--- src/rtl/inst_mem_resp.sv ---
// ---------------------------------------------------------------------------
// inst_mem_resp
//
// Instruction-memory responder for the LC3 fetch path. Fetch requests (PC)
// are accepted while fewer than MAX_OUTST fetches are in flight. Each one
// returns its instruction word LATENCY cycles later with a one-cycle
// complete_instr strobe. Completions come back in acceptance order. A
// side-band load port writes the instruction array at any time.
//
// Parameters:
//   ADDR_W     PC / load address width
//   DATA_W     instruction word width
//   DEPTH      number of words in the array (<= 2**ADDR_W)
//   LATENCY    cycles from acceptance to completion (>= 1)
//   MAX_OUTST  maximum fetches in flight (1..LATENCY)
//   TRAP_WORD  word returned for an out-of-range PC (trap build only)
//
// Ports:
//   clock           single clock, rising edge
//   reset           asynchronous, active-high
//   PC              fetch address, sampled on acceptance
//   instrmem_rd     fetch request
//   req_ready       a request can be accepted this cycle
//   instr_dout      returned word; holds its value between completions
//   complete_instr  one-cycle strobe, instr_dout valid
//   addr_err        qualifies complete_instr: the returned PC was out of range
//   load_en         array write enable
//   load_addr       array write address
//   load_data       array write data
//
// Build option:
//   INST_MEM_OOR_TRAP_EN  when defined, a PC >= DEPTH returns TRAP_WORD with
//                         addr_err=1, and a load_addr >= DEPTH is dropped.
//                         When undefined, both addresses wrap modulo DEPTH
//                         and addr_err is always 0.
// ---------------------------------------------------------------------------
module inst_mem_resp #(
  parameter int               ADDR_W    = 16,
  parameter int               DATA_W    = 16,
  parameter int               DEPTH     = 256,
  parameter int               LATENCY   = 2,
  parameter int               MAX_OUTST = 2,
  parameter logic [DATA_W-1:0] TRAP_WORD = DATA_W'(16'hF025)
) (
  input  logic              clock,
  input  logic              reset,
  input  logic [ADDR_W-1:0] PC,
  input  logic              instrmem_rd,
  output logic              req_ready,
  output logic [DATA_W-1:0] instr_dout,
  output logic              complete_instr,
  output logic              addr_err,
  input  logic              load_en,
  input  logic [ADDR_W-1:0] load_addr,
  input  logic [DATA_W-1:0] load_data
);

  localparam int IDX_W = (DEPTH > 1) ? $clog2(DEPTH) : 1;
  localparam int CNT_W = $clog2(MAX_OUTST + 1);

  // Parameter sanity checks, evaluated at elaboration.
  if (LATENCY < 1) begin : g_chk_latency
    $error("inst_mem_resp: LATENCY must be at least 1");
  end
  if ((MAX_OUTST < 1) || (MAX_OUTST > LATENCY)) begin : g_chk_outst
    $error("inst_mem_resp: MAX_OUTST must be in 1..LATENCY");
  end
  if ((DEPTH < 1) || ((ADDR_W < 31) && (DEPTH > (1 << ADDR_W)))) begin : g_chk_depth
    $error("inst_mem_resp: DEPTH must be in 1..2**ADDR_W");
  end

  // Address modulo DEPTH. One extra bit keeps the divisor non-zero even
  // when DEPTH equals 2**ADDR_W.
  function automatic logic [IDX_W-1:0] wrap_idx(input logic [ADDR_W-1:0] a);
    return IDX_W'({1'b0, a} % (ADDR_W + 1)'(DEPTH));
  endfunction

  function automatic logic in_range(input logic [ADDR_W-1:0] a);
    return ({1'b0, a} < (ADDR_W + 1)'(DEPTH));
  endfunction

  logic [DATA_W-1:0] mem [DEPTH];

  logic [CNT_W-1:0]  count_reg;
  logic [CNT_W-1:0]  count_next;
  logic              accept;
  logic              completing;
  logic              fetch_err;
  logic              load_we;
  logic [IDX_W-1:0]  rd_idx;
  logic [IDX_W-1:0]  ld_idx;
  logic [DATA_W-1:0] last_data;
  logic              last_err;
  logic              last_vin;
  logic              out_clr_reg;

  // Ready looks only at the registered count. A completion in this cycle
  // frees its slot from the next cycle on.
  assign req_ready = (count_reg < CNT_W'(MAX_OUTST));
  assign accept    = instrmem_rd & req_ready;

  assign rd_idx = wrap_idx(PC);
  assign ld_idx = wrap_idx(load_addr);

`ifdef INST_MEM_OOR_TRAP_EN
  assign fetch_err = ~in_range(PC);
  assign load_we   = load_en & in_range(load_addr);
`else
  assign fetch_err = 1'b0;
  assign load_we   = load_en;
`endif

  // Array write port. The contents are deliberately left out of reset.
  always_ff @(posedge clock) begin
    if (load_we) begin
      mem[ld_idx] <= load_data;
    end
  end

  // Fetch pipeline, one generate block per stage.
  // Stage 0 is the registered array read taken at the acceptance edge, so a
  // load to the same address at that edge is not seen (old word returned).
  // Data and error flags only move with a valid token. The last stage
  // therefore keeps the most recently returned word, which gives the
  // hold-between-completions behaviour of instr_dout for free. Only the
  // valid bits need the reset.
  for (genvar gi = 0; gi < LATENCY; gi++) begin : g_stage
    logic              valid_q;
    logic              valid_in;
    logic              err_q;
    logic              err_in;
    logic [DATA_W-1:0] data_q;

    if (gi == 0) begin : g_head
      assign valid_in = accept;
      assign err_in   = fetch_err;

      always_ff @(posedge clock) begin
        if (accept) begin
          data_q <= mem[rd_idx];
        end
      end
    end else begin : g_body
      assign valid_in = g_stage[gi-1].valid_q;
      assign err_in   = g_stage[gi-1].err_q;

      always_ff @(posedge clock) begin
        if (valid_in) begin
          data_q <= g_stage[gi-1].data_q;
        end
      end
    end

    always_ff @(posedge clock or posedge reset) begin
      if (reset) begin
        valid_q <= 1'b0;
      end else begin
        valid_q <= valid_in;
      end
    end

    always_ff @(posedge clock) begin
      if (valid_in) begin
        err_q <= err_in;
      end
    end
  end

  assign completing = g_stage[LATENCY-1].valid_q;
  assign last_vin   = g_stage[LATENCY-1].valid_in;
  assign last_data  = g_stage[LATENCY-1].data_q;
  assign last_err   = g_stage[LATENCY-1].err_q;

  // Outstanding count. A simultaneous accept and completion cancel out.
  always_comb begin
    count_next = count_reg;
    if (accept && !completing) begin
      count_next = count_reg + CNT_W'(1);
    end else if (!accept && completing) begin
      count_next = count_reg - CNT_W'(1);
    end
  end

  always_ff @(posedge clock or posedge reset) begin
    if (reset) begin
      count_reg <= '0;
    end else begin
      count_reg <= count_next;
    end
  end

  // The data path itself has no reset. This flag forces instr_dout to zero
  // from reset until the next word lands in the last stage.
  always_ff @(posedge clock or posedge reset) begin
    if (reset) begin
      out_clr_reg <= 1'b1;
    end else if (last_vin) begin
      out_clr_reg <= 1'b0;
    end
  end

  assign complete_instr = completing;
  assign addr_err       = completing & last_err;
  assign instr_dout     = out_clr_reg ? '0 : (last_err ? TRAP_WORD : last_data);

endmodule
--- config.mk ---
export PLATFORM = sky130hd
export DESIGN_NAME = inst_mem_resp
export DESIGN_NICKNAME = d
export VERILOG_FILES = /design/src/rtl/inst_mem_resp.sv
export SDC_FILE = /design/constraint.sdc
export NUM_CORES = 2
export LEC_CHECK = 0
export ABC_AREA = 1
export CAP_MARGIN = 20
export CORE_MARGIN = 5
export CORE_UTILIZATION = 32
export CTS_BUF_LIST = sky130_fd_sc_hd__clkbuf_4
export DETAILED_ROUTE_END_ITERATION = 10
export SETUP_SLACK_MARGIN = 0.05
export SLEW_MARGIN = 15
export SYNTH_ARGS = -nofsm -noshare
export SYNTH_HDL_FRONTEND = slang
export SYNTH_SLANG_ARGS = --single-unit
--- constraint.sdc ---
create_clock -name clock -period 4.3 [get_ports clock]
set_input_delay 0.86 -clock clock [delete_from_list [all_inputs] [get_ports clock]]
set_output_delay 0.86 -clock clock [all_outputs]
set_load 0.01 [all_outputs]
==> Implementation_results.wiki <==
{| class="wikitable"
! Metric !! Value
|-
| Status || finished clean
|-
| CP peak stage delay || 0.69 ns
|-
| Area share of fa/ha/maj cells after synthesis || 0.007509%
|-
| Synth Area in Compound Gates || 0.006008%
|-
| Total clock buffers created by CTS || 1122
|-
| Clock H-tree levels || 7
|-
| Final Hold Viols || 0
|-
| Slew at the pin closest to its max-slew limit || 1.115 ns
|-
| Endpoint with the worst hold slack || mem[67][4]$_DFFE_PP_
|-
| Headroom to the max-slew limit || 25.64%
|-
| Die area || 535200 sq um
|-
| Vias/cell || 5.083
|-
| Synthesized area || 166600 sq um
|-
| Buffers added on ports || 53
|-
| Count of pins over their slew limit || 0
|-
| Number of max-cap violations || 0
|-
| Pwr dens || 432.2 nW/um^2
|-
| Achievable clock frequency || 0.2650 GHz
|-
| Path type of the worst setup path || flip-flop to output pin
|-
| Setup bufs post-CTS || 0
|-
| Final Total Pwr || 82440 uW
|-
| Signal arrival time at the worst endpoint || 2.91 ns
|-
| R2r worst-path depth || 10
|-
| Met2 track demand over resource in global routing || 26.31%
|-
| Synth Net Count || 13740
|-
| Critical path cell sequence || nor2_1 > clkdlybuf4s50_1
|-
| Setup Total Neg Slack || 0 ns
|-
| Crit path capture type || output pin
|-
| Count of antenna-violating nets left after detailed routing || 0
|-
| RSZ-0062 raised after global routing || no
|-
| Area fraction of the dominant cell type after synthesis || 74.40%
|-
| Cell chosen for the clock root || clkbuf_4
|-
| Register area share after synthesis || 74.47%
|-
| Multiplexer share of the synthesized area || 0%
|-
| Global-route met1 utilization || 24.51%
|-
| Core outline area || 519900 sq um
|-
| Required time of the worst setup path || 3.44 ns
|-
| Largest net degree at the start of global routing || 149
|-
| Total track usage || 17.80%
|-
| Hold/Removal Path Class || input port to flip-flop
|-
| Worst-case clock skew || 0.1160 ns
|-
| Cell leakage power || 0.06734 uW
|-
| Initial cell density of the core || 32.05%
|-
| Standard-cell rows || 265
|-
| Setup Viol. Count Final || 0
|-
| Drc violations || 0
|-
| Layout net count || 14700
|-
| Count of warnings emitted by yosys || 0
|-
| Clock sinks || 4133
|-
| Setup slack on the worst flop-to-flop path || 1.76 ns
|-
| Number of flip-flops in the largest register || 4096
|-
| VDD IR-drop max || 0.0002879 V
|-
| Dominant cell type by area after synthesis || edfxtp_1
|-
| Shortest clock period the worst path allows after layout || 3.773 ns
|-
| Proportion of layout cells with a drive suffix above 1 || 15.63%
|-
| Filler cell count || 50360
|-
| Count of mapped cells out of synthesis || 13690
|-
| Number of iterations in the first detailed-routing pass || 6
|-
| Timing startpoint of the critical path || out_clr_reg$_DFFE_PP1P_
|-
| I/O pin total || 71
|-
| Hold wc startpoint || load_data[4]
|-
| Final worst-path cycle share || 87.74%
|-
| Startpoint kind of the worst setup timing path || flip-flop
|-
| Count of cells along the worst hold path || 2
|-
| Met3 Use GR || 4.857%
|-
| Global routing's busiest layer || met2
|-
| Number of vias in the routed layout || 112800
|-
| Number of global-route vias before repair || 106800
|-
| Clock network latency to the later pin of the worst-skew pair || 1.64 ns
|-
| Combinational family with the most area after synthesis || simple AND/OR/NAND/NOR gates
|-
| Xor and xnor area share after synthesis || 0.01051%
|-
| Buffers from clock root to sink, at most || 5
|-
| Count of unique library cells instantiated by Yosys || 23
|-
| Maximum fanout encountered on the critical timing path || 17
|-
| Syn avg cell area || 12.17 sq um
|-
| Area fraction in and, or, nand and nor cells after synthesis || 22.28%
|-
| Endpoint of the most critical register-to-register path || g_stage[0].data_q[0]$_DFFE_PN_
|-
| Detailed Place HPWL || 282200 um
|-
| CTS clk-pin slew, worst paths || 0.06 ns
|-
| R2R Path Start || mem[99][0]$_DFFE_PP_
|-
| Final GP Congestion || 0.9059
|-
| DRT iter0 DRCs || 14130
|-
| Area grow syn2layout || 14.49%
|-
| Antenna violations before repair || 38
|-
| Final wirelength || 488600 um
|-
| Wire length of the first global-routing pass || 711300 um
|-
| Largest cells by area after synthesis || edfxtp_1 74%, nand3_1 12%, nand2_1 9.5%
|-
| Die outline width || 731.6 um
|-
| GRT overflow || 0
|-
| Die span in y || 731.6 um
|-
| Average routed wire per standard cell || 22.02 um
|-
| Count of state elements after synthesis || 4133
|-
| Library cell contributing the largest single delay on the critical path || dfstp_2
|-
| Clock tree from TritonCTS || done
|}
-- worst max path at each step --
stage,slack [ns],end
after floorplan,1.48,mem[181][0]$_DFFE_PP_
after global placement,0.40,g_stage[0].data_q[6]$_DFFE_PN_
after detailed placement,0.41,g_stage[0].data_q[0]$_DFFE_PN_
after CTS,0.29,instr_dout[9]
after global routing,0.29,instr_dout[1]
final,0.53,instr_dout[9]
-- metrics by stage --
step	setup slack (ns)	utilization (%)	instance area, sq um	std cells	hold slack [ns]
after floorplan	1.478	-	166600	13690	0.4003
after global placement	0.3958	34.24	178000	20450	0.4600
after detailed placement	0.4075	34.24	178000	20450	0.4629
after CTS	0.2873	36.67	190700	22160	0.04053
after global routing	0.2866	36.68	190700	22180	0.1596
final	0.5271	36.69	190800	22190	0.2879
-- layout by cell type (no fill, tap or decap), types with 19 or more instances in the layout --
| cell type | synthesis | layout |
|---|---|---|
| edfxtp_1 | 4128 | 4128 |
| buf_12 | 1 | 140 |
| inv_1 | 57 | 55 |
| nor2_1 | 299 | 280 |
| buf_4 | 132 | 569 |
| clkinv_1 | 0 | 85 |
| dlygate4sd3_1 | 0 | 20 |
| buf_8 | 1 | 19 |
| clkdlybuf4s50_1 | 0 | 30 |
| inv_2 | 2 | 23 |
| nand2_1 | 4210 | 4194 |
| diode_2 | 0 | 36 |
| nand3_1 | 4035 | 4035 |
| nor2_2 | 0 | 19 |
| clkbuf_4 | 0 | 1565 |
-- final cells by class --
class | instances | area [sq um] | area share (%)
multi-input cells | 8552 | 37270 | 19.54
clock buffers | 1565 | 11750 | 6.159
well taps | 6942 | 8686 | 4.553
clock inverters | 124 | 689.4 | 0.3614
inverters | 61 | 282.8 | 0.1482
flip-flops and latches | 4133 | 124100 | 65.05
repair buffers | 781 | 7904 | 4.143
diodes | 36 | 90.09 | 0.04723
-- synthesized netlist by cell type --
master / n
buf_8: 1
buf_1: 78
dfrtp_1: 4
nor2_1: 299
buf_12: 1
inv_4: 2
xnor2_1: 1
buf_4: 132
inv_1: 57
inv_2: 2
nand3_1: 4035
buf_6: 60
a21oi_1: 1
buf_2: 498
nand2_1: 4210
conb_1: 1
xor2_1: 1
o21ai_0: 1
clkbuf_1: 170
edfxtp_1: 4128
nor3_1: 2
dfstp_2: 1
ha_1: 1
-- timing repair --
action                     CTS  global route
hold endpoints to repair  3436             0
gates resized for setup      0             0
hold buffers                20             0
-- logic make-up after synthesis --
kind of cell,after synthesis
AOI/OAI and AO/OA,2
xor gates and xnor gates,2
adders and majority gates,1
buffers and inverters,1001
DFF,4133
other,1
and+or+nand+nor,8546
-- where the power goes --
group          internal, uW  switching, uW  leakage, uW
combinational          1430           4110       0.0226
clock                 17000          15300      0.00758
sequential            44500            119       0.0372
total                 62900          19600       0.0673
-- layer usage --
metal  wire [um]  vias up
met3       50550      880
met4       17200       18
li1            -    51350
met1      203900    54960
met5         104        -
met2      216900     5616
-- worst max-delay path, delay by kind of cell (launching register included) --
kind	cells	cell delay, ns
buf+inv	1	0.49
simple gates	1	0.09
flops	1	0.69
No activity file was read; power rests on OpenSTA's default activity.
